--- src/rtl/uart_rx_fifo.sv ---
// uart_rx_fifo: UART receiver with a 2-flop input synchroniser, framing and
// parity checks, and a first-word-fall-through FIFO with a ready/valid read
// port. Errors are reported as one-cycle pulses; parity flags travel with data.
module uart_rx_fifo #(
  parameter int CLKS_PER_BIT = 434,
  parameter int BITS_N       = 8,
  parameter int PARITY_TYPE  = 0,
  parameter int FIFO_DEPTH   = 16
) (
  input  logic                              clk,
  input  logic                              rst,
  input  logic                              uart_in,
  input  logic                              ready_in,
  output logic [BITS_N-1:0]                 data_rx,
  output logic                              valid_out,
  output logic                              parity_error,
  output logic                              frame_error,
  output logic                              overflow,
  output logic [$clog2(FIFO_DEPTH+1)-1:0]   fifo_count
);
  localparam int CNT_W = $clog2(CLKS_PER_BIT);
  localparam int BIT_W = (BITS_N > 1) ? $clog2(BITS_N) : 1;
  localparam int AW    = $clog2(FIFO_DEPTH);
  localparam int CW    = $clog2(FIFO_DEPTH + 1);

  localparam logic [CNT_W-1:0] HALF_M1 = CNT_W'(CLKS_PER_BIT / 2 - 1);
  localparam logic [CNT_W-1:0] FULL_M1 = CNT_W'(CLKS_PER_BIT - 1);
  localparam logic [BIT_W-1:0] LAST_B  = BIT_W'(BITS_N - 1);
  localparam logic [CW-1:0]    DEPTH_C = CW'(FIFO_DEPTH);

  localparam logic [2:0] S_IDLE   = 3'd0;
  localparam logic [2:0] S_START  = 3'd1;
  localparam logic [2:0] S_DATA   = 3'd2;
  localparam logic [2:0] S_PARITY = 3'd3;
  localparam logic [2:0] S_STOP   = 3'd4;
  localparam logic [2:0] S_WAIT   = 3'd5;

  logic [1:0]        sync_q;
  logic              rx;
  logic [2:0]        state_q, state_d;
  logic [CNT_W-1:0]  cnt_q, cnt_d;
  logic [BIT_W-1:0]  bitn_q, bitn_d;
  logic [BITS_N-1:0] shift_q, shift_d;
  logic              perr_q, perr_d;
  logic              push, ferr_d;
  logic              ferr_q, ovf_q, ovf_d;

  logic [BITS_N:0]   mem_q [FIFO_DEPTH];
  logic [AW-1:0]     wr_q, rd_q;
  logic [CW-1:0]     count_q, count_d;
  logic              pop, full, push_ok;

  // Line idles high, so the synchroniser resets to 1 to avoid a false start.
  always_ff @(posedge clk or negedge rst) begin
    if (!rst) sync_q <= 2'b11;
    else      sync_q <= {sync_q[0], uart_in};
  end
  assign rx = sync_q[1];

  // Frame FSM: mid-bit sampling timed from the first synchronised low cycle.
  always_comb begin
    state_d = state_q;
    cnt_d   = cnt_q;
    bitn_d  = bitn_q;
    shift_d = shift_q;
    perr_d  = perr_q;
    push    = 1'b0;
    ferr_d  = 1'b0;
    case (state_q)
      S_IDLE: if (!rx) begin
        state_d = S_START;
        cnt_d   = '0;
        bitn_d  = '0;
        perr_d  = 1'b0;
      end
      S_START: if (cnt_q == HALF_M1) begin
        cnt_d   = '0;
        state_d = rx ? S_IDLE : S_DATA;   // high at mid-start is a glitch
      end else cnt_d = cnt_q + CNT_W'(1);
      S_DATA: if (cnt_q == FULL_M1) begin
        cnt_d   = '0;
        shift_d = {rx, shift_q[BITS_N-1:1]};
        if (bitn_q == LAST_B) state_d = (PARITY_TYPE != 0) ? S_PARITY : S_STOP;
        else                  bitn_d  = bitn_q + BIT_W'(1);
      end else cnt_d = cnt_q + CNT_W'(1);
      S_PARITY: if (cnt_q == FULL_M1) begin
        cnt_d   = '0;
        perr_d  = (PARITY_TYPE == 1) ? ~(^shift_q ^ rx) : (^shift_q ^ rx);
        state_d = S_STOP;
      end else cnt_d = cnt_q + CNT_W'(1);
      S_STOP: if (cnt_q == FULL_M1) begin
        cnt_d = '0;
        if (rx) begin
          push    = 1'b1;
          state_d = S_IDLE;
        end else begin
          ferr_d  = 1'b1;
          state_d = S_WAIT;               // a held break reports only once
        end
      end else cnt_d = cnt_q + CNT_W'(1);
      S_WAIT: if (rx) state_d = S_IDLE;
      default: state_d = S_IDLE;
    endcase
  end

  // Receiver state registers; reset mid-frame discards the partial byte.
  always_ff @(posedge clk or negedge rst) begin
    if (!rst) begin
      state_q <= S_IDLE;
      cnt_q   <= '0;
      bitn_q  <= '0;
      shift_q <= '0;
      perr_q  <= 1'b0;
      ferr_q  <= 1'b0;
      ovf_q   <= 1'b0;
    end else begin
      state_q <= state_d;
      cnt_q   <= cnt_d;
      bitn_q  <= bitn_d;
      shift_q <= shift_d;
      perr_q  <= perr_d;
      ferr_q  <= ferr_d;
      ovf_q   <= ovf_d;
    end
  end

  // A full FIFO still accepts a push when the head leaves in the same cycle.
  always_comb begin
    pop     = (count_q != '0) && ready_in;
    full    = (count_q == DEPTH_C);
    push_ok = push && (!full || pop);
    ovf_d   = push && full && !pop;
    count_d = count_q;
    case ({push_ok, pop})
      2'b10:   count_d = count_q + CW'(1);
      2'b01:   count_d = count_q - CW'(1);
      default: count_d = count_q;
    endcase
  end

  // FIFO pointers and occupancy; pointers wrap naturally at the power-of-2 depth.
  always_ff @(posedge clk or negedge rst) begin
    if (!rst) begin
      wr_q    <= '0;
      rd_q    <= '0;
      count_q <= '0;
    end else begin
      if (push_ok) wr_q <= wr_q + AW'(1);
      if (pop)     rd_q <= rd_q + AW'(1);
      count_q <= count_d;
    end
  end

  // Storage: parity flag kept alongside each byte.
  always_ff @(posedge clk) begin
    if (push_ok) mem_q[wr_q] <= {(PARITY_TYPE != 0) && perr_q, shift_q};
  end

  assign valid_out    = (count_q != '0);
  assign data_rx      = valid_out ? mem_q[rd_q][BITS_N-1:0] : '0;
  assign parity_error = valid_out && mem_q[rd_q][BITS_N];
  assign frame_error  = ferr_q;
  assign overflow     = ovf_q;
  assign fifo_count   = count_q;
endmodule

--- config.mk ---
export PLATFORM = sky130hd
export DESIGN_NAME = uart_rx_fifo
export DESIGN_NICKNAME = d
export VERILOG_FILES = /design/src/rtl/uart_rx_fifo.sv
export SDC_FILE = /design/constraint.sdc
export NUM_CORES = 1
export LEC_CHECK = 0
export CAP_MARGIN = 20
export CORE_UTILIZATION = 40
export DETAILED_ROUTE_END_ITERATION = 12
export PLACE_DENSITY_LB_ADDON = 0.15
export SETUP_SLACK_MARGIN = 0.2
export SLEW_MARGIN = 10
export SYNTH_ARGS = -nofsm -noshare
export SYNTH_HDL_FRONTEND = slang
export SYNTH_SLANG_ARGS = --single-unit
--- constraint.sdc ---
create_clock -name clk -period 2.85 [get_ports clk]
set_clock_uncertainty 0.2 [all_clocks]
set_input_delay 0.4275 -clock clk [delete_from_list [all_inputs] [get_ports clk]]
set_output_delay 0.4275 -clock clk [all_outputs]
set_load 0.01 [all_outputs]
# == After elaboration in Yosys (flattened, before gate mapping) ==
# Memories as Yosys holds them, arrays and structs flattened.
# Index checks and enable logic that the tools add are counted.
# Widths: inputs -> output; s select.
# totals
mem_bits_rw,128
reg_bits,40
elab_cells,82
out_inout_bits,17
inputBits,4
mem_count,1
# classes
reduce_logical,18
n_addsub,6
n_eq_ne,19
muxes,28
# memory_table
name,depth,word_bits,read_ports,rd_clocked_by_memory_dff,write_ports,line,rtl
mem_q,16,8,1,0,1,48,logic [BITS_N:0] mem_q [FIFO_DEPTH];
# op_table
operator,n
$mux 3,11
$mux 9,3
$pmux 9 s3,1
$pmux 3 s6,1
$ne 2x2->1 const B,8
$pmux 5 s2,1
$add 9x1->9 const B,1
$eq 3x3->1 const B,3
$eq 9x8->1 const B,1
$eq 9x9->1 const B,1
$add 4x1->4 const B,2
$mux 1,8
$mux 8,1
$reduce_and 7->1,1
$eq 3x2->1 const B,2
$pmux 3 s2,1
$add 5x1->5 const B,1
$eq 5x5->1 const B,1
$reduce_bool 5->1,1
$sub 5x1->5 const B,1
$logic_and 1x1->1,4
$reduce_and 2->1,2
$reduce_and 4->1,1
$reduce_bool 2->1,2
11 further kinds,12

# == Depth between registers and ports, before layout ==
# logic_depth
depth_word,6
ltp_mapped,11
ltp_nobuf,11

# == Worst setup path before layout ==
# Ideal clock, no wire load.
# synth_timing
path_type,reg2reg
startpoint,reg count_q[1] (netlist: fifo_count[1])
endpoint,reg count_q[4] (netlist: fifo_count[4])
synth_period_minus_slack_ns,2.721
setup_time_ns,0.130
path_slack_ns,0.129
arrival_ns,2.391
path_stages_with_launch,10
path_buffers,0
t_required_ns,2.520
cell_sequence,dfrtp_1 > or4_4 > o21ai_4 > nor2_2 > xor2_1 > ha_1 > or3_1 > a21oi_1 > a22oi_1 > xnor2_1
# synth_via
elab_chain_len,6
elab_cells_between_ends,12
cone_classes,2 x add/sub; 3 x eq/ne; 1 x mux; 6 x reduce/logical
# synth_lines
element,line,rtl
from (decl),50,"logic [CW-1:0] count_q, count_d;"
from (signal assigned),150,count_q <= count_d;
$eq 5x5->1 / $reduce_bool 5->1 (equally long branches),"130, 129",
$logic_not 1->1 / $logic_and 1x1->1 (equally long branches),"131, 129",
$logic_or 1x1->1,131,push_ok = push && (!full || pop);
$logic_and 1x1->1,131,
$eq 2x1->1 / $eq 2x2->1 (equally long branches),134,"case ({push_ok, pop})"
$pmux 5 s2 / $reduce_bool 2->1 (equally long branches),-,
# Several ways; a longest one is shown, not always the timed one.
# A chain may end at the register's enable or synchronous reset.

# == Final worst setup path ==
# layout_timing
startpoint,reg rd_q[0]
endpoint,out data_rx[2]
# layout_via
elab_chain_len,2
# layout_lines
element,line,rtl
from (decl),49,"logic [AW-1:0] wr_q, rd_q;"
from (signal assigned),149,if (pop) rd_q <= rd_q + AW'(1);
$mem_v2 16x8,-,
$mux 8,160,assign data_rx = valid_out ? mem_q[rd_q][BITS_N-1:0] : '0;
to (decl),14,"output logic [BITS_N-1:0] data_rx,"
# No other way between the ends.

==> impl_metrics.tcl <==
set metrics [dict create \
    die_w_um 135 \
    slew_headroom_pct 37.1 \
    data_arrival_time_of_the_critical_path_ns 2.36 \
    critical_path.max_stage_delay_ns 0.52 \
    leading_cell_type_by_number_of_instances_after_synthesis "edfxtp_1" \
    timing.max_cap.violations 0 \
    synth_flop_cell "edfxtp_1" \
    cts_tree "done" \
    syn_area_per_cell_um2 17.7 \
    yosys_warnings 0 \
    hold_path.class "reg2reg" \
    synth_enable_flop_cells 128 \
    postLayoutCoreUtil_pct 50.5 \
    worst_hold_path.num_cells 0 \
    areaGrowthSynthToFinish_pct 23.5 \
    critPathSlowestCell "mux4_2" \
    io_pins 21 \
    grt_first_pass_wirelength_um 22500 \
    critical_path.cell_chain "buf_12, buf_12, mux4_2, mux4_2, nor2b_1, buf_2" \
    ctsHtreeMaxLevel 4 \
    rsz0062_at_grt "true" \
    floorplan.die_area_um2 18200 \
    setup.worst_path.start_class "flip-flop" \
    cell_type_contributing_the_most_total_cell_area_after_synthesis "edfxtp_1" \
    clk-insertion-delay-late_ns 0.43 \
    synth_top_cell_area_share_pct 54.4 \
    grt_start_max_net_pins 41 \
    detail_route.iter0.violations 213 \
    row_count 48 \
    dp_hpwl_um 9460 \
    power.density_nw_per_um2 764 \
    power.ir.vdd_worst_v 0.000489 \
    post_drt_via_cell_ratio 5.25 \
    synth.distinct_cells 48 \
    drt.antenna.violating_nets 0 \
    share_of_final_layout_standard_cells_stronger_than_drive_strength_1_pct 36.2 \
    cts_inserted_buffers 17 \
    slew_violations 0 \
    crit_type "reg2out" \
    detailed_place.area_um2 7930 \
    syn_inst 400 \
    crit_path_end_kind "output pin" \
    report.final.hold_viol_count 0 \
    postSynth.asyncResetShare_pct 23.8 \
    floorplan.initialDensity_pct 40.9 \
    antennaDiodeCount 0 \
    drc 0 \
    global_route.overflow_total 0 \
    total_power_mw 6.68 \
    first_global_vias 3886 \
    final_cell_area_um2 8740 \
    p_leak_nw 3.41 \
    synth.yosys.seq_area_share_pct 68.5 \
    finish.net_count 492 \
    initial_antenna_violation_count 0 \
    grtUsageTotal_pct 17.3 \
    final_critical_path_setup_slack_ns -0.141 \
    clock_tree.buffer_depth 2 \
    reg2regPathDepth 9 \
    post_synth_most_frequent_cells "128 x edfxtp_1, 40 x mux4_2, 38 x dfrtp_1, 17 x o21ai_0" \
    finalCriticalPeriod_ns 2.99 \
    vias 3745 \
    cts_sinks 168 \
    die_height_um 135 \
    syn_nets 416 \
    ys_ff_latch 168 \
    failing_checks "negative setup slack" \
    synth_top_cells_by_area "edfxtp_1 54%, dfrtp_1 13%, mux4_2 13%" \
    status "complete, but fails checks" \
    cp.required_ns 2.22 \
    layout_worst_path_cycle_share_pct 105 \
    clk_root_buffer_cell "clkbuf_16" \
    post_synth_instance_area_um2 7070 \
    worst_slew_pin_slew_ns 0.944 \
    fillCellCount 1414 \
    report.final.setup_viol 8 \
    wl_per_cell_um 20.3 \
    gp_congestion 0.737 \
    totalWireLength_um 14500 \
    core-area_um2 17300 \
    detailedRoute.firstPassIterationCount 4 \
    clock_transition_at_the_registers_of_the_reported_paths_ns 0.06 \
    max_clock_freq_mhz 334 \
    buffer_ports.inserted 19 \
    pre_cts_slack_ns -0.0577 \
    critical_path.max_fanout 7 \
]
==> metal layers <==
layer	part of all wire (%)	wire length, um	global-route usage, %	up-vias
li1	-	-	-	1735
met1	44	6380	22.6	1944
met2	52	7560	29.0	54
met3	2.8	412	3.15	12
met4	0.98	142	6.18	0
met5	0	0	0	-
==> stage by stage <==
stage | TNS (ns) | hold slack (ns) | cells
after CTS | -1.20 | 0.159 | 713
after detailed placement | -0.156 | 0.150 | 672
final | -1.05 | 0.158 | 714
after global routing | -1.39 | 0.161 | 714
after floorplan | 0 | -0.0681 | 400
after global placement | -0.129 | 0.147 | 672
==> where the power goes <==
part	total (mW)	switching [mW]	leakage (nW)	internal [mW]
logic	1.77	0.715	1.21	1.05
registers	2.78	0.100	1.93	2.68
clock network	2.13	0.927	0.275	1.20
total	6.68	1.74	3.41	4.93
==> worst paths after layout <==
path | start | end | slack (ns)
worst max-delay path | rd_q[0] | data_rx[2] | -0.14
worst min register to register | sync_q[0] | sync_q[1] | 0.16
worst min-delay path | sync_q[0] | sync_q[1] | 0.16
worst max register to register | fifo_count[1] | fifo_count[4] | 0.19
min in group asynchronous | rst | cnt_q[3] | 0.47
max in group asynchronous | rst | rd_q[0] | 1.32
==> registers in the layout (all words and copies together) (netlist names) <==
name,count
wr_q,4
sync_q,2
bitn_q,3
mem_q,128
rd_q,4
shift_q,8
overflow,1
cnt_q,9
fifo_count,5
state_q,3
frame_error,1
==> logic make-up (layout without fill, tap and decap cells) <==
family	count (synthesis)	after routing	synth area share, %
DFF	168	168	68.5
xor gates and xnor gates	12	12	1.49
buffers and inverters	24	113	1.57
AOI/OAI and AO/OA	44	44	4.58
adders and majority gates	12	12	2.12
other	1	1	0.0530
muxes	52	52	14.7
and+or+nand+nor	87	87	6.95
==> repair_timing <==
action,4_1_cts,5_1_grt
hold endpoints to repair,38,0
buffers inserted,7,1
endpoints found under the setup margin,42,96
pin swaps,2,1
hold buffers,1,0
resized for setup,48,17
cloned,1,0
==> critical path, delay by kind of cell, from the launching register on <==
kind,cells,cell delay (ns)
muxes,2,0.98
buffers and inverters,3,0.41
DFF,1,0.41
and+or+nand+nor,1,0.13
==> placed cells by master (no fill, tap or decap), drive strengths merged, types with 5 or more instances in the layout <==
cell type      Yosys  layout
a21oi              5       5
inv                8      12
nand2             14      14
mux2              11      11
nor3               5       5
and2              11      11
clkdlybuf4s50      0       9
xnor2              9       9
a22o               6       6
and3               6       6
o21ai             19      19
clkinv             0       9
nor2b             13      13
mux4              40      40
nand3              7       7
clkbuf             9      17
nor2              16      16
ha                12      12
dfrtp             38      38
buf                7      62
edfxtp           128     128
==> final cells by class <==
cell class              count  area [um^2]  share of cell area [%]
clock buffers              17          425                    4.87
clock inverters            15          124                    1.42
inverters                   8         30.0                   0.344
multi-input cells         208         2250                    25.7
flip-flops and latches    168         4850                    55.5
well taps                 225          282                    3.22
repair buffers             73          777                    8.89
No activity file was read; power rests on OpenSTA's default activity.
